$ cat config.mk
export PLATFORM = sky130hd
export DESIGN_NAME = serial_add_ctrl
export DESIGN_NICKNAME = d
export VERILOG_FILES = /design/src/rtl/serial_add_ctrl_pkg.sv /design/src/rtl/serial_add_ctrl_fulladder.sv /design/src/rtl/serial_add_ctrl.sv
export SDC_FILE = /design/constraint.sdc
export NUM_CORES = 1
export LEC_CHECK = 0
export ABC_CLOCK_PERIOD_IN_PS = 1200
export CORE_ASPECT_RATIO = 1.1
export CORE_UTILIZATION = 43
export DETAILED_ROUTE_END_ITERATION = 7
export PLACE_DENSITY_LB_ADDON = 0.12
export SYNTH_ARGS = -nofsm -noshare
export SYNTH_HDL_FRONTEND = slang
export SYNTH_HIERARCHICAL = 1
export SYNTH_SLANG_ARGS = --single-unit
$ cat constraint.sdc
create_clock -name clk_i -period 1.2 [get_ports clk_i]
set_input_delay 0.36 -clock clk_i [delete_from_list [all_inputs] [get_ports clk_i]]
set_output_delay 0.36 -clock clk_i [all_outputs]
set_load 0.005 [all_outputs]
$ cat src/rtl/serial_add_ctrl_pkg.sv
// Shared definitions for the bit-serial adder controller: state encoding
// and the default operand width.
package serial_add_ctrl_pkg;

  localparam int WIDTH_DEFAULT = 4;

  typedef enum logic [1:0] {
    ST_IDLE = 2'd0,
    ST_RUN  = 2'd1,
    ST_DONE = 2'd2
  } state_t;

  // Bit counter must be able to hold WIDTH itself without wrapping.
  function automatic int cnt_width(input int width);
    return $clog2(width) + 1;
  endfunction

endpackage

$ cat src/rtl/serial_add_ctrl_fulladder.sv
// One-bit full adder; the only arithmetic element of the serial adder.
module fulladder (
  input  logic a,
  input  logic b,
  input  logic cin,
  output logic s,
  output logic cout
);

  assign s    = a ^ b ^ cin;
  assign cout = (a & b) | (cin & (a ^ b));

endmodule

$ cat src/rtl/serial_add_ctrl.sv
// Bit-serial adder controller: captures A, B and carry-in, adds one bit pair
// per clock LSB first through a single full adder, then presents the result.
module serial_add_ctrl
  import serial_add_ctrl_pkg::*;
#(
  parameter int WIDTH = WIDTH_DEFAULT
) (
  input  logic             clk_i,
  input  logic             rst_n_i,
  input  logic             in_valid_i,
  output logic             in_ready_o,
  input  logic [WIDTH-1:0] a_i,
  input  logic [WIDTH-1:0] b_i,
  input  logic             carry_i,
  output logic             out_valid_o,
  input  logic             out_ready_i,
  output logic [WIDTH-1:0] sum_o,
  output logic             carry_o,
  output logic             busy_o
);

  localparam int CNT_W = cnt_width(WIDTH);

  state_t             state_q, state_d;
  logic [CNT_W-1:0]   cnt_q;
  logic [WIDTH-1:0]   a_q, b_q;
  logic               c_q;
  logic [WIDTH-1:0]   sum_q;
  logic               carry_q;
  logic               fa_s, fa_co;
  logic               last_bit;

  fulladder u_fa (
    .a    (a_q[0]),
    .b    (b_q[0]),
    .cin  (c_q),
    .s    (fa_s),
    .cout (fa_co)
  );

  assign last_bit = (cnt_q == CNT_W'(WIDTH - 1));

  // NOTE: sequential state uses non-blocking assignments so every register
  // samples the pre-edge values regardless of statement order.
  always_ff @(posedge clk_i) begin
    if (!rst_n_i) begin
      state_q <= ST_IDLE;
    end else begin
      state_q <= state_d;
    end
  end

  // NOTE: state_d gets its default before the case so no path can leave it
  // unassigned and infer a latch.
  always_comb begin
    state_d = state_q;
    case (state_q)
      ST_IDLE: if (in_valid_i)  state_d = ST_RUN;
      ST_RUN:  if (last_bit)    state_d = ST_DONE;
      ST_DONE: if (out_ready_i) state_d = ST_IDLE;
      default:                  state_d = ST_IDLE;
    endcase
  end

  // a_q doubles as the result shift register: each operand bit consumed at
  // the LSB end frees a slot for the new sum bit at the MSB end.
  always_ff @(posedge clk_i) begin
    if (!rst_n_i) begin
      cnt_q   <= '0;
      a_q     <= '0;
      b_q     <= '0;
      c_q     <= 1'b0;
      sum_q   <= '0;
      carry_q <= 1'b0;
    end else begin
      case (state_q)
        ST_IDLE: begin
          if (in_valid_i) begin
            a_q   <= a_i;
            b_q   <= b_i;
            c_q   <= carry_i;
            cnt_q <= '0;
          end
        end
        ST_RUN: begin
          a_q   <= {fa_s, a_q[WIDTH-1:1]};
          b_q   <= {1'b0, b_q[WIDTH-1:1]};
          c_q   <= fa_co;
          cnt_q <= cnt_q + CNT_W'(1);
          if (last_bit) begin
            sum_q   <= {fa_s, a_q[WIDTH-1:1]};
            carry_q <= fa_co;
          end
        end
        default: ;
      endcase
    end
  end

  assign in_ready_o  = (state_q == ST_IDLE);
  assign busy_o      = (state_q == ST_RUN);
  assign out_valid_o = (state_q == ST_DONE);
  assign sum_o       = sum_q;
  assign carry_o     = carry_q;

endmodule
Yosys cells after proc, flatten, opt, wreduce, memory -nomap -nowiden. Cells that the tools add are included.

Register bits: 19. Output and inout port bits: 8.

$add $sub $neg: 1. Equal/unequal tests: 6. Muxes and demuxes: 12. Bitwise gates (word level): 5. Reduce and logical (&&, ||, !) cells: 5.

Operator list (number): 4-bit case mux with 2 select lines (2); 4-bit two-way mux (2); 2-bit two-way mux (3); 2-bit case mux with 3 select lines (1); 3-bit case mux with 2 select lines (1); 2-bit by 1-bit inequality test with 1-bit output (second input constant) (2); 2-bit AND reduction (2); 3-bit by 1-bit adder with 3-bit output (second input constant) (1); 3-bit by 2-bit == test with 1-bit output (second input constant) (1); 3-bit two-way mux (1); 3-bit AND reduction (1); 1-bit bitwise AND (2); 2-bit by 1-bit == test with 1-bit output (second input constant) (1); 2-bit == test (second input constant) (1); 2-bit logical NOT (1); 2-bit inequality test (second input constant) (1); 1-bit case mux with 2 select lines (1); 2-bit nonzero test (1); 1-bit XOR (2); 1-bit two-way mux (1); 1-bit OR (1).

Logic depth before layout (Yosys ltp). Gate-level depths: netlist of the first run.

Word-level depth: 4. Depth in mapped cells: 5. Depth with buffers taken out: 5.

By module. Netlist of the first run, hierarchy kept.

By module, submodules not included: serial_add_ctrl (times used 1, cells each 88, area an instance 858.3 um2, sequential area each 380.4 um2); fulladder (times used 1, cells each 1, area an instance 20.0 um2, sequential area each 0.0 um2).

Least setup slack after synthesis of the first run. No wires, ideal clock.

Path type: flip-flop to flip-flop. From: register state_q[0]. To: register a_q[0]. Setup time: 117 ps. Arrival: 1103 ps. Required time: 1083 ps. Slack: -21 ps. Cell stages (with the launch flop): 6. Cells stage by stage: dfxtp_1 buf_6 or3b_1 buf_6 o221ai_2 nor2_1.

Word-level cells in the longest chain between the ends: 3. Elaborated cells between the ends (all ways): 6.

Ends and longest elaborated chain: start, declared (line serial_add_ctrl.sv:24) `state_t state_q, state_d;`; start signal, assigned (line serial_add_ctrl.sv:49) `state_q <= state_d;`; 2-bit by 1-bit == test with 1-bit output or 2-bit logical NOT (tied branches) (line serial_add_ctrl.sv:76) `case (state_q)`; 2-bit nonzero test (no source line) or 2-bit inequality test (tied branches); 2-bit AND reduction (no source line); end signal, assigned (line serial_add_ctrl.sv:79) `a_q <= a_i;`; end signal, assigned (line serial_add_ctrl.sv:86) `a_q <= {fa_s, a_q[WIDTH-1:1]};`; end, declared (line serial_add_ctrl.sv:26) `logic [WIDTH-1:0] a_q, b_q;`.

Parallel ways exist; a longest one is shown, timed or not. A chain may end at the register's enable or synchronous reset.

Worst setup path after layout of the first run.
From: register state_q[1]. To: output busy_o.

Word-level cells in the longest chain between the ends: 1.

Ends and longest elaborated chain: 2-bit by 1-bit == test with 1-bit output (line serial_add_ctrl.sv:101) `assign busy_o = (state_q == ST_RUN);`; end, declared (line serial_add_ctrl.sv:19) `output logic busy_o`.

Every way passes these cells.

==> results of run 1 <==
-- worst max path at each step --
stage | to | start | slack, ps | cells past startpoint
global placement | a_q[3]$_SDFFE_PN0P_ | in_valid_i | -460 | 5
detailed placement | b_q[2]$_SDFFE_PN0P_ | in_valid_i | -480 | 5
floorplan | a_q[0]$_SDFFE_PN0P_ | state_q[0]$_SDFFE_PN0P_ | -5 | 5
global route | busy_o | state_q[1]$_SDFFE_PN0P_ | -260 | 4
CTS | busy_o | state_q[1]$_SDFFE_PN0P_ | -210 | 4
finish | busy_o | state_q[1]$_SDFFE_PN0P_ | -210 | 4
-- repair_timing --
action	4_1_cts	5_1_grt
setup buffers	8	1
pin swaps	10	10
setup endpoints to repair	23	20
resized for setup	55	9
cloned	0	0
-- cell families after synthesis --
| group | after synthesis | synth area share (%) |
|---|---|---|
| compound gates | 19 | 23.4 |
| fa+ha+maj | 3 | 5.13 |
| mux | 2 | 2.28 |
| flops | 19 | 43.3 |
| simple gates | 37 | 19.9 |
| buf+inv | 9 | 5.98 |
-- layout make-up --
class | instances | area (sq um)
clock buffer | 3 | 22.5
sequential | 19 | 397
fill | 146 | 515
tap | 27 | 33.8
inverter | 3 | 11.3
timing repair buffer | 39 | 353
multi-input combinational | 61 | 504
clock inverter | 1 | 5.00
-- power breakdown --
| part | switching (mW) | leakage [nW] | total (mW) | internal, mW |
|---|---|---|---|---|
| logic | 0.111 | 0.363 | 0.263 | 0.152 |
| clock network | 0.209 | 0.0177 | 0.333 | 0.124 |
| registers | 0.0295 | 0.161 | 0.696 | 0.666 |
| total | 0.349 | 0.541 | 1.29 | 0.942 |
-- critical path: cells and delay by family, from the launching register on --
family	cells	cell delay (ps)
flip-flops	1	350
buffers and inverters	3	260
AND/OR/NAND/NOR	1	140
-- cell usage after synthesis (3+ instances only) --
master	instances	area, sq um
nand2_1	5	18.8
nor2b_1	3	18.8
a21boi_1	5	37.5
nor2_1	17	63.8
dfxtp_1	19	380
buf_2	3	15.0
o221ai_2	8	120
nand3_1	5	25.0
-- metal layers --
metal	wire length (um)	global-route usage, %
met1	845	23.7
met2	935	33.8
met3	71	3.33
met4	14	7.58
met5	0	0
-- registers in the layout (all words and copies together), names as in the netlist --
signal,cells
cnt_q,3
carry_o,1
sum_o,4
c_q,1
a_q,4
b_q,4
state_q,2
-- per-stage QoR --
step                      setup WS [ps]  util, %
after floorplan                   -5.25        -
after global placement             -462     64.0
after detailed placement           -483     64.0
after CTS                          -206     69.7
after global routing               -257     72.0
final                              -206     72.0
==> flow_metrics.tcl, run 1 <==
set metrics [dict create \
    setup_viol 12 \
    dpl_cell_area_sq_mm 0.00118 \
    htreeDepth 1 \
    viasPerCell 5.03 \
    max_freq_mhz 711 \
    power_density_mw_per_mm2 974 \
    die_area_sq_mm 0.00223 \
    drt-total-wl_um 1870 \
    final_cells 153 \
    critical_path_arrival_ps 1050 \
    syn_area_sq_um 878 \
    crit_fanout 3 \
    ios 21 \
    synth_edf_count 0 \
    final_cell_mix "nor2_1, clkdlybuf4s50_1, buf_4" \
    hold_class "reg -> reg" \
    syn_nets 105 \
    worst_setup_path_end_kind "primary output" \
    area_growth_syn_to_layout_pct 51.0 \
    synth_flop_cell "dfxtp_1" \
    ys_types 26 \
    routedWlPerCell_um 12.2 \
    status "finished with violations" \
    ant_nets 0 \
    synth.avg_cell_area_sq_um 9.87 \
    setup_ws_ps -206 \
    grt_max_degree 20 \
    rr_startpoint "state_q[1]$_SDFFE_PN0P_" \
    placedCellCount 141 \
    rsz0062_at_grt "true" \
    period_minus_slack_ps 1410 \
    fin_tns_setup_ps -2060 \
    synthArstFlopShare_pct 0 \
    p_leak_nw 0.541 \
    die_x_um 45.1 \
    min_delay_path_depth 2 \
    synth-seq-cells 19 \
    finalInstanceArea_sq_mm 0.00133 \
    violations "negative setup slack" \
    grt_overflow 0 \
    maxCapViolCount 0 \
    io_buffers 20 \
    max_slew_margin_pct 84.4 \
    fin_total_pwr_mw 1.29 \
    worstMarginPinSlew_ps 233 \
    place_congestion 0.672 \
    drt_iter0_markers 6 \
    syn_inst 89 \
    initial_utilization_pct 47.7 \
    drive_gt1_share_pct 46.8 \
    row_count 16 \
    clock_latency_ps 300 \
    skew_ps 2.17 \
    cts.sinks 19 \
    r2r_cells 6 \
    num_vias 770 \
    core_area_sq_mm 0.00184 \
    cp_cell_sequence "buf_6 > nand2b_4 > inv_2 > buf_2" \
    dr.pass1.iters 3 \
    cts_inserted_buffers 3 \
    ctsHoldBuffers 0 \
    start_kind "flip-flop" \
    fin_crit_sh_pct 117 \
    diodes 0 \
    hold_viol 0 \
    reg2reg_to "c_q$_SDFFE_PN0P_" \
    cts_buffer_depth 2 \
    worst_path_max_delay_cell "dfxtp_2" \
    clk_pin_slew_ps 110 \
    r2r_slack_ps -200 \
    hpwl_um 1240 \
    grt_pass1_vias 728 \
    final_common_cell "nor2_1" \
    criticalPathCategory "reg -> out" \
    antenna_found_initial 0 \
    yosys_warnings 6 \
    timing.hold.ws_ps 460 \
    track_usage_pct 19.7 \
    die_h_um 49.4 \
    drc 0 \
    cts-root-buf "clkbuf_4" \
    max_stage_delay_ps 350 \
    final_nets 143 \
    cts_tree "done" \
    peakVddDrop_mv 0.728 \
    worstHoldStart "sum_o[2]$_SDFFE_PN0P_" \
    min_to "sum_o[2]$_SDFFE_PN0P_" \
    slew_violations 0 \
    ys_seq_area_share_pct 43.3 \
    cp.required_ps 840 \
    grt_pass1_wl_um 3240 \
]
No activity file was read; power rests on OpenSTA's default activity.
==> run 2: changes to the inputs <==
--- a/config.mk
+++ b/config.mk
@@ -9,7 +9,9 @@
 export CORE_ASPECT_RATIO = 1.1
 export CORE_UTILIZATION = 43
 export DETAILED_ROUTE_END_ITERATION = 7
-export PLACE_DENSITY_LB_ADDON = 0.12
+export MAX_ROUTING_LAYER = met4
+export PLACE_DENSITY = 0.84
+export REMOVE_ABC_BUFFERS = 1
 export SYNTH_ARGS = -nofsm -noshare
 export SYNTH_HDL_FRONTEND = slang
 export SYNTH_HIERARCHICAL = 1
==> flow_metrics.tcl, run 2 (synthesis results as in run 1) <==
set metrics [dict create \
    final_cell_mix "buf_4, nor2_1, clkdlybuf4s50_1" \
    crit_family "flip-flops" \
    track_usage_pct 22.4 \
    cts.sinks 19 \
    crit_fanout 3 \
    grt_pass1_vias 827 \
    cts_inserted_buffers 3 \
    slew_violations 0 \
    worstMarginPinSlew_ps 264 \
    ant_nets 0 \
    worst_setup_path_end_kind "primary output" \
    max_slew_margin_pct 82.3 \
    status "finished with violations" \
    fillerInstances 125 \
    die_h_um 49.4 \
    power_density_mw_per_mm2 984 \
    viasPerCell 5.23 \
    postLayoutCoreUtil_pct 72.0 \
    diodes 0 \
    cts-root-buf "clkbuf_4" \
    cts_buffer_depth 2 \
    setup_viol 17 \
    worst_path_max_delay_cell "dfxtp_4" \
    cp.depth 3 \
    fin_total_pwr_mw 1.31 \
    p_leak_nw 0.525 \
    antenna_found_initial 0 \
    routedWlPerCell_um 15.6 \
    core_area_sq_mm 0.00184 \
    peakVddDrop_mv 0.808 \
    r2r_cells 5 \
    start_kind "flip-flop" \
    initial_utilization_pct 47.7 \
    drt_iter0_markers 3 \
    criticalPathCategory "reg -> out" \
    drt-total-wl_um 2380 \
    htreeDepth 1 \
    hold_viol 0 \
    final_common_cell "buf_4" \
    ios 21 \
    timing.hold.ws_ps 464 \
    hpwl_um 1410 \
    die_x_um 45.1 \
    max_freq_mhz 706 \
    place_congestion 0.807 \
    dp_slack_ps -555 \
    clk_pin_slew_ps 110 \
    ctsHoldBuffers 0 \
    final_nets 143 \
    row_count 16 \
    dr.pass1.iters 4 \
    drive_gt1_share_pct 51.6 \
    cts_tree "done" \
    clock_latency_ps 300 \
    violations "negative setup slack" \
    drc 0 \
    cp_num_buf_inv 2 \
    critical_path_arrival_ps 1060 \
    cp.required_ps 840 \
    skew_ps 7.77 \
    io_buffers 20 \
    rsz0062_at_grt "true" \
    fin_crit_sh_pct 118 \
    grt_pass1_wl_um 3410 \
    grt_max_degree 20 \
    num_vias 800 \
    die_area_sq_mm 0.00223 \
    min_delay_path_depth 2 \
    grt_overflow 0 \
    setup_ws_ps -215 \
    maxCapViolCount 0 \
    cp_cell_sequence "buf_6 > nor2b_2 > buf_2" \
    period_minus_slack_ps 1420 \
    area_growth_syn_to_layout_pct 51.0 \
    hold_class "reg -> reg" \
    max_stage_delay_ps 370 \
]
run 2: layout make-up:
type | instances | area (sq um) | share of cell area (%)
clock inverters | 1 | 5.00 | 0.377
clock buffers | 3 | 22.5 | 1.70
flip-flops and latches | 19 | 395 | 29.8
multi-input cells | 61 | 524 | 39.5
repair buffers | 39 | 334 | 25.2
inverters | 3 | 11.3 | 0.849
well taps | 27 | 33.8 | 2.55
run 2: path summary, 6_finish.rpt:
path,startpoint,endpoint,slack (ps)
hold / removal,carry_o$_SDFFE_PN0P_,carry_o$_SDFFE_PN0P_,460
hold reg to reg,carry_o$_SDFFE_PN0P_,carry_o$_SDFFE_PN0P_,460
setup reg to reg,state_q[0]$_SDFFE_PN0P_,c_q$_SDFFE_PN0P_,-200
setup / recovery,state_q[0]$_SDFFE_PN0P_,out_valid_o,-220
run 2: routing by layer:
metal	GRT usage [%]	part of all wire [%]	vias to the layer above
met5	-	0	-
met4	14.6	2.3	0
met3	3.70	3.0	6
met2	39.4	53	21
met1	21.3	42	385
li1	-	-	388
run 2: repair_timing:
| action | 4_1_cts | 5_1_grt |
|---|---|---|
| gates resized for setup | 48 | 19 |
| endpoints found under the setup margin | 23 | 24 |
| pin swaps | 25 | 13 |
| setup buffers | 6 | 0 |
| endpoints found under the hold margin | 0 | 0 |
run 2: tightest hold or removal path, delay by kind of cell (launching register included):
family / cells / cell delay, ps
AOI/OAI and AO/OA: 1 / 50
DFF: 1 / 340
and+or+nand+nor: 1 / 50
run 2: where the power goes:
part	internal (mW)	switching, mW	total [mW]
clock	0.124	0.201	0.326
combinational	0.157	0.125	0.282
sequential	0.666	0.0327	0.698
total	0.947	0.359	1.31
run 2: per-stage QoR:
step / area, sq um / cells / setup TNS (ps)
final: 1330 / 153 / -2390
after global routing: 1330 / 153 / -2960
after CTS: 1300 / 154 / -2380
after detailed placement: 1190 / 144 / -6530
after global placement: 1190 / 144 / -5930
after floorplan: 837 / 83 / -664
